<file path="src/rtl/enemy_spawner_pkg.sv">
// Shared game definitions for the enemy spawner: FSM states, queue entry
// layout, the end-of-queue sentinel and the default number of enemy slots.
package enemy_spawner_pkg;

  localparam int NSLOT = 8;

  localparam logic [11:0] TS_SENTINEL = 12'hFFF;
  localparam logic [11:0] TIME_MAX    = 12'hFFE;

  // Queue ROM entry layout: {timestamp[14:3], type[2:0]}
  localparam int ENTRY_TS_MSB   = 14;
  localparam int ENTRY_TS_LSB   = 3;
  localparam int ENTRY_TYPE_MSB = 2;
  localparam int ENTRY_TYPE_LSB = 0;

  typedef enum logic [2:0] {
    IDLE,
    FETCH,
    WAIT,
    HOLD,
    ALLOC,
    OFFER,
    DONE
  } state_e;

endpackage

</file>
<file path="src/rtl/enemy_spawner_free_slot_finder.sv">
// Lowest-index priority encoder over a mask of free enemy slots.
module free_slot_finder
  import enemy_spawner_pkg::*;
#(
  parameter int N  = NSLOT,
  parameter int IW = (N > 1) ? $clog2(N) : 1
) (
  input  logic [N-1:0]  mask_i,
  output logic [IW-1:0] idx_o,
  output logic          found_o
);

  // Scanning downwards lets the lowest set bit be the last one written.
  always_comb begin
    idx_o   = '0;
    found_o = 1'b0;
    for (int i = N - 1; i >= 0; i--) begin
      if (mask_i[i]) begin
        idx_o   = IW'(i);
        found_o = 1'b1;
      end
    end
  end

endmodule

</file>
<file path="src/rtl/enemy_spawner.sv">
// Walks a level's spawn queue ROM, waits for each entry's timestamp in game
// frames, reserves the lowest free enemy slot and offers it to the engine.
module enemy_spawner #(
  parameter int QDEPTH = 128,
  parameter int NSLOT  = enemy_spawner_pkg::NSLOT
) (
  input  logic             clk_25MHz,
  input  logic             rst,
  input  logic             level_start,
  input  logic [1:0]       level_sel,
  input  logic             stop,
  input  logic             pause,
  input  logic             frame_tick,
  output logic [8:0]       q_addr,
  input  logic [14:0]      q_data,
  input  logic [NSLOT-1:0] enemy_exist,
  output logic             spawn_valid,
  input  logic             spawn_ready,
  output logic [2:0]       spawn_slot,
  output logic [2:0]       spawn_type,
  output logic [11:0]      game_time,
  output logic             queue_done
);
  import enemy_spawner_pkg::*;

  localparam int SW = (NSLOT > 1) ? $clog2(NSLOT) : 1;

  state_e           state_q;
  logic [1:0]       level_q;
  logic [6:0]       index_q;
  logic [11:0]      ts_q;
  logic [2:0]       type_q;
  logic [11:0]      game_time_q, game_time_d;
  logic [NSLOT-1:0] reserved_q, reserved_d, reserve_set;
  logic             spawn_valid_q;
  logic [2:0]       spawn_slot_q, spawn_type_q;

  logic [NSLOT-1:0] free_mask;
  logic [SW-1:0]    free_idx;
  logic             free_found;
  logic             start, transfer, due, last_entry;

  assign start      = level_start && (level_sel != 2'd0);
  assign transfer   = spawn_valid_q && spawn_ready;
  assign due        = game_time_q >= ts_q;
  assign last_entry = index_q == 7'(QDEPTH - 1);
  assign free_mask  = ~(enemy_exist | reserved_q);

  free_slot_finder #(.N(NSLOT)) u_free_slot_finder (
    .mask_i  (free_mask),
    .idx_o   (free_idx),
    .found_o (free_found)
  );

  always_comb begin
    game_time_d = game_time_q;
    if (state_q != IDLE && frame_tick && !pause && game_time_q < TIME_MAX)
      game_time_d = game_time_q + 12'd1;
    reserve_set = '0;
    if (state_q == OFFER && transfer)
      reserve_set[spawn_slot_q] = 1'b1;
    reserved_d = (reserved_q & ~enemy_exist) | reserve_set;
  end

  // HOLD allocates directly when a slot is free so equal-timestamp entries
  // stream at one per 4 cycles; ALLOC is only the wait-for-free-slot state.
  always_ff @(posedge clk_25MHz) begin
    if (rst) begin
      state_q       <= IDLE;
      level_q       <= '0;
      index_q       <= '0;
      ts_q          <= '0;
      type_q        <= '0;
      game_time_q   <= '0;
      reserved_q    <= '0;
      spawn_valid_q <= 1'b0;
      spawn_slot_q  <= '0;
      spawn_type_q  <= '0;
    end else if (start) begin
      state_q       <= FETCH;
      level_q       <= level_sel;
      index_q       <= '0;
      game_time_q   <= '0;
      reserved_q    <= '0;
      spawn_valid_q <= 1'b0;
    end else if (stop) begin
      state_q       <= IDLE;
      spawn_valid_q <= 1'b0;
    end else begin
      game_time_q <= game_time_d;
      reserved_q  <= reserved_d;
      case (state_q)
        FETCH: state_q <= WAIT;
        WAIT: begin
          ts_q    <= q_data[ENTRY_TS_MSB:ENTRY_TS_LSB];
          type_q  <= q_data[ENTRY_TYPE_MSB:ENTRY_TYPE_LSB];
          state_q <= HOLD;
        end
        HOLD: begin
          if (ts_q == TS_SENTINEL) begin
            state_q <= DONE;
          end else if (due) begin
            if (free_found) begin
              spawn_slot_q  <= 3'(free_idx);
              spawn_type_q  <= type_q;
              spawn_valid_q <= 1'b1;
              state_q       <= OFFER;
            end else begin
              state_q <= ALLOC;
            end
          end
        end
        ALLOC: begin
          if (free_found) begin
            spawn_slot_q  <= 3'(free_idx);
            spawn_type_q  <= type_q;
            spawn_valid_q <= 1'b1;
            state_q       <= OFFER;
          end
        end
        OFFER: begin
          if (transfer) begin
            spawn_valid_q <= 1'b0;
            if (last_entry) begin
              state_q <= DONE;
            end else begin
              index_q <= index_q + 7'd1;
              state_q <= FETCH;
            end
          end
        end
        IDLE, DONE: state_q <= state_q;
        default:    state_q <= IDLE;
      endcase
    end
  end

  assign q_addr      = {level_q, index_q};
  assign spawn_valid = spawn_valid_q;
  assign spawn_slot  = spawn_slot_q;
  assign spawn_type  = spawn_type_q;
  assign game_time   = game_time_q;
  assign queue_done  = (state_q == DONE);

endmodule

</file>
<file path="config.mk">
export PLATFORM = sky130hd
export DESIGN_NAME = enemy_spawner
export DESIGN_NICKNAME = d
export VERILOG_FILES = /design/src/rtl/enemy_spawner_pkg.sv /design/src/rtl/enemy_spawner_free_slot_finder.sv /design/src/rtl/enemy_spawner.sv
export SDC_FILE = /design/constraint.sdc
export NUM_CORES = 1
export LEC_CHECK = 0
export CAP_MARGIN = 20
export CORE_MARGIN = 3
export CORE_UTILIZATION = 61
export DETAILED_ROUTE_END_ITERATION = 16
export DONT_BUFFER_PORTS = 1
export PLACE_DENSITY = 0.77
export RECOVER_POWER = 100
export SETUP_SLACK_MARGIN = 0.3
export SLEW_MARGIN = 40
export SYNTH_ARGS = -nofsm -noshare
export SYNTH_HDL_FRONTEND = slang
export SYNTH_SLANG_ARGS = --single-unit
</file>
<file path="constraint.sdc">
create_clock -name clk_25MHz -period 2.2 [get_ports clk_25MHz]
set_clock_uncertainty 0.15 [all_clocks]
set_input_delay 0.22 -clock clk_25MHz [delete_from_list [all_inputs] [get_ports clk_25MHz]]
set_output_delay 0.22 -clock clk_25MHz [all_outputs]
set_load 0.01 [all_outputs]
</file>
==> impl_metrics.toml, run 1 <==
[sta]
clock.fmax_ghz = 0.4915
period_share_pct = 92.49
hold_viol = 21
setup_viol = 0
tns_ns = 0
hold_slack_ns = -0.1884
fin_crit_ns = 2.035
layout_setup_ws_ns = 0.1652
worstMarginPinSlew_ns = 0.5491
relSlewSlack_pct = 63.06
rsz0062_at_grt = "yes"
maxSlewViolCount = 0

[route]
drt_pass1_iterations = 4
dr_wl_met3_um = 710
drc = 0
dr_wl_met2_um = 3518
dr_total_vias = 2628
initialDrtViolationCount = 245
maxUsedRoutingLayer = "met4"
wire_per_inst_um = 17.64
via_per_inst = 6.242
ant_nets = 0
routed_wl_um = 7426
met1Wirelength_um = 3020

[critical_path]
worstSetupPathType = "flop to flop"
worstPathArrival_ns = 2.08
critPathBufInv = 2
worst-path-max-fanout = 8
crit_top_cell = "nand4_1"
crit_required_ns = 2.25
crit_chain = "clkbuf_1, nand4_1, nor2_2, a21oi_4, buf_6, nand4_1, xor2_1, nor2_1"
cp-end-kind = "flop"
cp-start-kind = "flop"
cpMaxStageDelayCell = "dfxtp_1"
critical_path.top_delay_family = "simple AND/OR/NAND/NOR gates"
critical_path.max_stage_delay_ns = 0.38

[global_routing]
grt_max_degree = 29
grt_overflow = 0
antenna_found_initial = 0
grt_pass1_vias = 2349
track_usage_pct = 25.46
grt_pass1_wl_um = 10760

[synth]
ys_seq_area_share_pct = 38.54
synth.avg_cell_area_sq_um = 8.324
yosys-top-cells-area = "dfxtp_1, mux2i_1, ha_1"
ys_types = 48
yosys_warnings = 0
synth_seq_cells = 54
synth_top_area_share_pct = 38.54
synthFlopType = "dfxtp_1"
synth-edff-count = 0
ys_async_sr_fraction_pct = 0
syn_inst = 337
synth_top_area_cell = "dfxtp_1"
synth_nets = 383
syn_area_sq_um = 2805

[flow_run]
maxCapViolCount = 0

[hold_path]
holdCritPathClass = "input port to flop"

[finish]
fillers = 305
multi_input_comb_area_sq_um = 1732
final_common_cell = "dfxtp_1"
stdcell_count = 421
mostFrequentLayoutCells = "dfxtp_1, nor2_1, a21oi_1, nand2_1"
stdcell_area_sq_um = 3373
finalNetCount = 414
drive_gt1_share_pct = 20.33
diodes = 0
register_area_sq_um = 1097
areaGrowthSynthToFinish_pct = 20.25

[run_status]
status = "finished with violations"
failed_checks = "negative hold slack"

[pwr]
powerDensity_nw_per_um2 = 515.8
vdd_drop_max_v = 0.0003582
pwr-share-comb_pct = 5.5
clkPwrFrac_pct = 37.9
swShare_pct = 21.91
intPower_uw = 1359
p_leak_uw = 0.001222
power_switching_uw = 381.2
power_frac_seq_pct = 56.7

[placement]
placedCellCount = 395
place_area_sq_um = 2954
place_ws_ns = 0.09302
dp_hpwl_um = 4857
portBuffers = 0
gp_congestion = 0.9231

[clock_network]
cts.sinks = 54
cts_hold_buf = 9
numCtsBuffers = 5
clockBufferDepth = 2
cts_htree_levels = 2
root_buffer = "clkbuf_8"
clk_pin_slew_ns = 0.10
clock_latency_ns = 0.31
cts_tree = "built"

[floorplan]
ios = 61
initial_core_util_pct = 63.98
coreArea_sq_um = 4384
die_h_um = 73.82
dieArea_sq_um = 5449
num_rows = 24
die_w_um = 73.82
-- Yosys cell counts (all sizes together), types with 2 or more instances --
| master | count |
|---|---|
| nor2b | 5 |
| o22a | 4 |
| nor3 | 4 |
| nand2b | 6 |
| a31oi | 2 |
| nand2 | 22 |
| nand4b | 4 |
| o21a | 2 |
| a21boi | 2 |
| xnor2 | 2 |
| nor2 | 46 |
| nand4 | 14 |
| xor2 | 12 |
| ha | 14 |
| mux2i | 19 |
| clkbuf | 7 |
| and3 | 5 |
| o22ai | 4 |
| and2 | 3 |
| nor4 | 2 |
| a21oi | 24 |
| nand3 | 12 |
| buf | 6 |
| o21ai | 22 |
| dfxtp | 54 |
| a211oi | 2 |
| inv | 23 |
-- registers in the layout (all words and copies together), names as in the netlist --
signal       count
index_q          7
spawn_type       3
state_q          3
ts_q            12
spawn_valid      1
reserved_q       8
type_q           3
game_time       12
spawn_slot       3
level_q          2
-- power groups by stage --
stage	sequential, uW	combinational, uW	clock, uW
final	986	95.4	659
after global routing	987	103	706
after CTS	985	84.4	666
after detailed placement	1010	70.8	0
after global placement	1010	69.1	0
after floorplan	1010	61.2	0
-- cells by family after synthesis --
group	count (synthesis)	share of synthesized area, %
simple gates	129	23.11
compound gates	71	15.43
flops	54	38.54
buf+inv	36	5.530
mux	19	6.780
xor+xnor	14	4.371
fa+ha+maj	14	6.244
-- path summary, 6_finish.rpt --
path                                                 from  depth (start not counted)                          to  slack (ns)
worst min-delay path                                  rst                          1        ts_q[7]$_SDFFE_PP0P_       -0.19
worst max-delay path            game_time[6]$_SDFFE_PP0P_                          8   game_time[5]$_SDFFE_PP0P_        0.17
worst min register to register     type_q[1]$_SDFFE_PP0P_                          2  spawn_type[1]$_SDFFE_PP0P_        0.33
worst max register to register  game_time[6]$_SDFFE_PP0P_                          8   game_time[5]$_SDFFE_PP0P_        0.17
-- cell type report --
class | instances | area share (%)
clock buffer | 5 | 2.040
clock inverter | 3 | 1.187
inverter | 23 | 2.559
multi-input combinational | 247 | 51.34
sequential | 54 | 32.53
tap | 52 | 1.929
timing repair buffer | 37 | 8.420
-- stage by stage --
step	utilization (%)	hold slack [ns]	total power (uW)
after floorplan	-	0.2171	1071
after global placement	67.38	0.1416	1078
after detailed placement	67.38	0.1439	1080
after CTS	73.40	-0.1915	1735
after global routing	76.94	-0.2013	1796
final	76.94	-0.1884	1740
-- routing by layer --
layer  GRT usage (%)  vias up
li1                -     1245
met1           33.61     1251
met2           40.26      115
met3           7.798       17
met4           6.841        0
met5               0        -
-- repair_timing --
item,in CTS,in global routing
endpoints found under the hold margin,33,20
pin swaps,8,22
endpoints found under the setup margin,17,24
buffers inserted,1,8
gates resized for setup,21,41
(Power assumes the default switching activity.)
==> run 2, diff against run 1 <==
==> constraint.sdc (replaced) <==
create_clock -name clk_25MHz -period 2.65 [get_ports clk_25MHz]
set_clock_uncertainty 0.15 [all_clocks]
set_input_delay 0.265 -clock clk_25MHz [delete_from_list [all_inputs] [get_ports clk_25MHz]]
set_output_delay 0.265 -clock clk_25MHz [all_outputs]
set_load 0.01 [all_outputs]
==> impl_metrics.toml, run 2 (synthesized netlist as in run 1, its figures left out) <==
[run_status]
status = "finished clean"

[floorplan]
num_rows = 24
dieArea_sq_um = 5449
die_h_um = 73.82
coreArea_sq_um = 4384
initial_core_util_pct = 63.98
ios = 61
die_w_um = 73.82

[clock_network]
clock_latency_ns = 0.31
cts_tree = "built"
root_buffer = "clkbuf_8"
numCtsBuffers = 5
cts.sinks = 54
cts_htree_levels = 2
clk_pin_slew_ns = 0.10
clockBufferDepth = 2

[hold_path]
holdCritPathClass = "input port to flop"
hold_depth = 3

[placement]
place_ws_ns = 0.4635
portBuffers = 0
gp_congestion = 0.8710
dp_hpwl_um = 4530

[pwr]
powerDensity_nw_per_um2 = 461.4
power.total_uw = 1457
vdd_drop_max_v = 0.0003388
p_leak_uw = 0.001155

[sta]
fin_crit_ns = 2.340
period_share_pct = 88.30
layout_setup_ws_ns = 0.3100
clock.fmax_ghz = 0.4273
rsz0062_at_grt = "no"
hold_viol = 0
worstMarginPinSlew_ns = 0.5586
tns_ns = 0
maxSlewViolCount = 0
setup_viol = 0
relSlewSlack_pct = 62.42

[global_routing]
use_met1_pct = 33.53
antenna_found_initial = 0
busiest_layer = "met2"
grt_pass1_wl_um = 10610
track_usage_pct = 24.59
use_met2_pct = 38.58
grt_overflow = 0
grt_pass1_vias = 2281
grtUsageMet3_pct = 6.703
grt_max_degree = 29

[finish]
finalNetCount = 407
mostFrequentLayoutCells = "dfxtp_1, nor2_1, a21oi_1, inv_1"
multi_input_comb_area_sq_um = 1554
drive_gt1_share_pct = 4.144
fillers = 354
diodes = 0
post-route-util_pct = 72.03
register_area_sq_um = 1081
areaGrowthSynthToFinish_pct = 12.58
final_common_cell = "dfxtp_1"

[route]
routed_wl_um = 6372
dr_total_vias = 2451
drt_pass1_iterations = 4
via_per_inst = 5.920
wire_per_inst_um = 15.39
drc = 0
initialDrtViolationCount = 197
ant_nets = 0

[critical_path]
worstSetupPathType = "flop to flop"
cpMaxStageDelayCell = "or4b_1"
critPathBufInv = 1
crit_chain = "nor3_1, or4b_1, a21oi_1, clkbuf_1, nand4_1, xor2_1, nor2_1"
critical_path.max_stage_delay_ns = 0.52
worstPathArrival_ns = 2.37
cp-start-kind = "flop"
critical_path.top_delay_family = "simple AND/OR/NAND/NOR gates"
cp-end-kind = "flop"
crit_required_ns = 2.68
cp.depth = 7
worst_r2r_path_depth = 7
worst-path-max-fanout = 7

[flow_run]
maxCapViolCount = 0
## run 2: cell types whose count changed in the layout (fill, tap and decap cells not counted), sizes merged
cell / delta
buf: -14
dlygate4sd3: +12
clkbuf: -4
clkinv: -2
clkinvlp: +1
## run 2: tightest hold or removal path: cells and delay by family
| kind | cells | cell delay (ns) |
|---|---|---|
| and+or+nand+nor | 2 | 0.10 |
| AOI/OAI and AO/OA | 1 | 0.06 |
## run 2: routing by layer
layer | vias to the layer above | part of all wire, %
li1 | 1234 | -
met1 | 1144 | 47
met2 | 66 | 45
met3 | 7 | 7.0
met4 | 0 | 0.96
met5 | - | 0
## run 2: worst paths after layout
kind,to,slack (ns),from
setup / recovery,game_time[6]$_SDFFE_PP0P_,0.31,state_q[0]$_SDFFE_PP0P_
hold / removal,level_q[1]$_SDFFE_PP0P_,0.008,level_start
setup reg to reg,game_time[6]$_SDFFE_PP0P_,0.31,state_q[0]$_SDFFE_PP0P_
hold reg to reg,spawn_type[0]$_SDFFE_PP0P_,0.33,type_q[0]$_SDFFE_PP0P_
## run 2: where the power goes
part,switching [uW],internal (uW)
combinational,43.0,42.7
clock,270,282
sequential,4.17,815
total,317,1140
## run 2: layout make-up
cell class / count / share of cell area [%]
multi-input cells: 247 / 49.21
flip-flops and latches: 54 / 34.23
repair buffers: 30 / 8.281
inverters: 23 / 2.734
clock buffers: 6 / 2.298
well taps: 52 / 2.060
clock inverters: 2 / 1.189
## run 2: repair_timing
action / CTS / global route
setup buffers: 0 / 0
hold buffers: 21 / 1
hold endpoints to repair: 25 / 1
gates resized for setup: 0 / 2
endpoints found under the setup margin: 0 / 5
## run 2: per-stage QoR
step | instances | hold slack, ns | cell area (sq um)
2_1_floorplan | 337 | 0.2621 | 2805
3_3_place_gp | 384 | 0.1879 | 2870
3_5_place_dp | 384 | 0.1891 | 2870
4_1_cts | 413 | 0.0009392 | 3191
5_1_grt | 414 | 0.02006 | 3158
6_report | 414 | 0.008104 | 3158
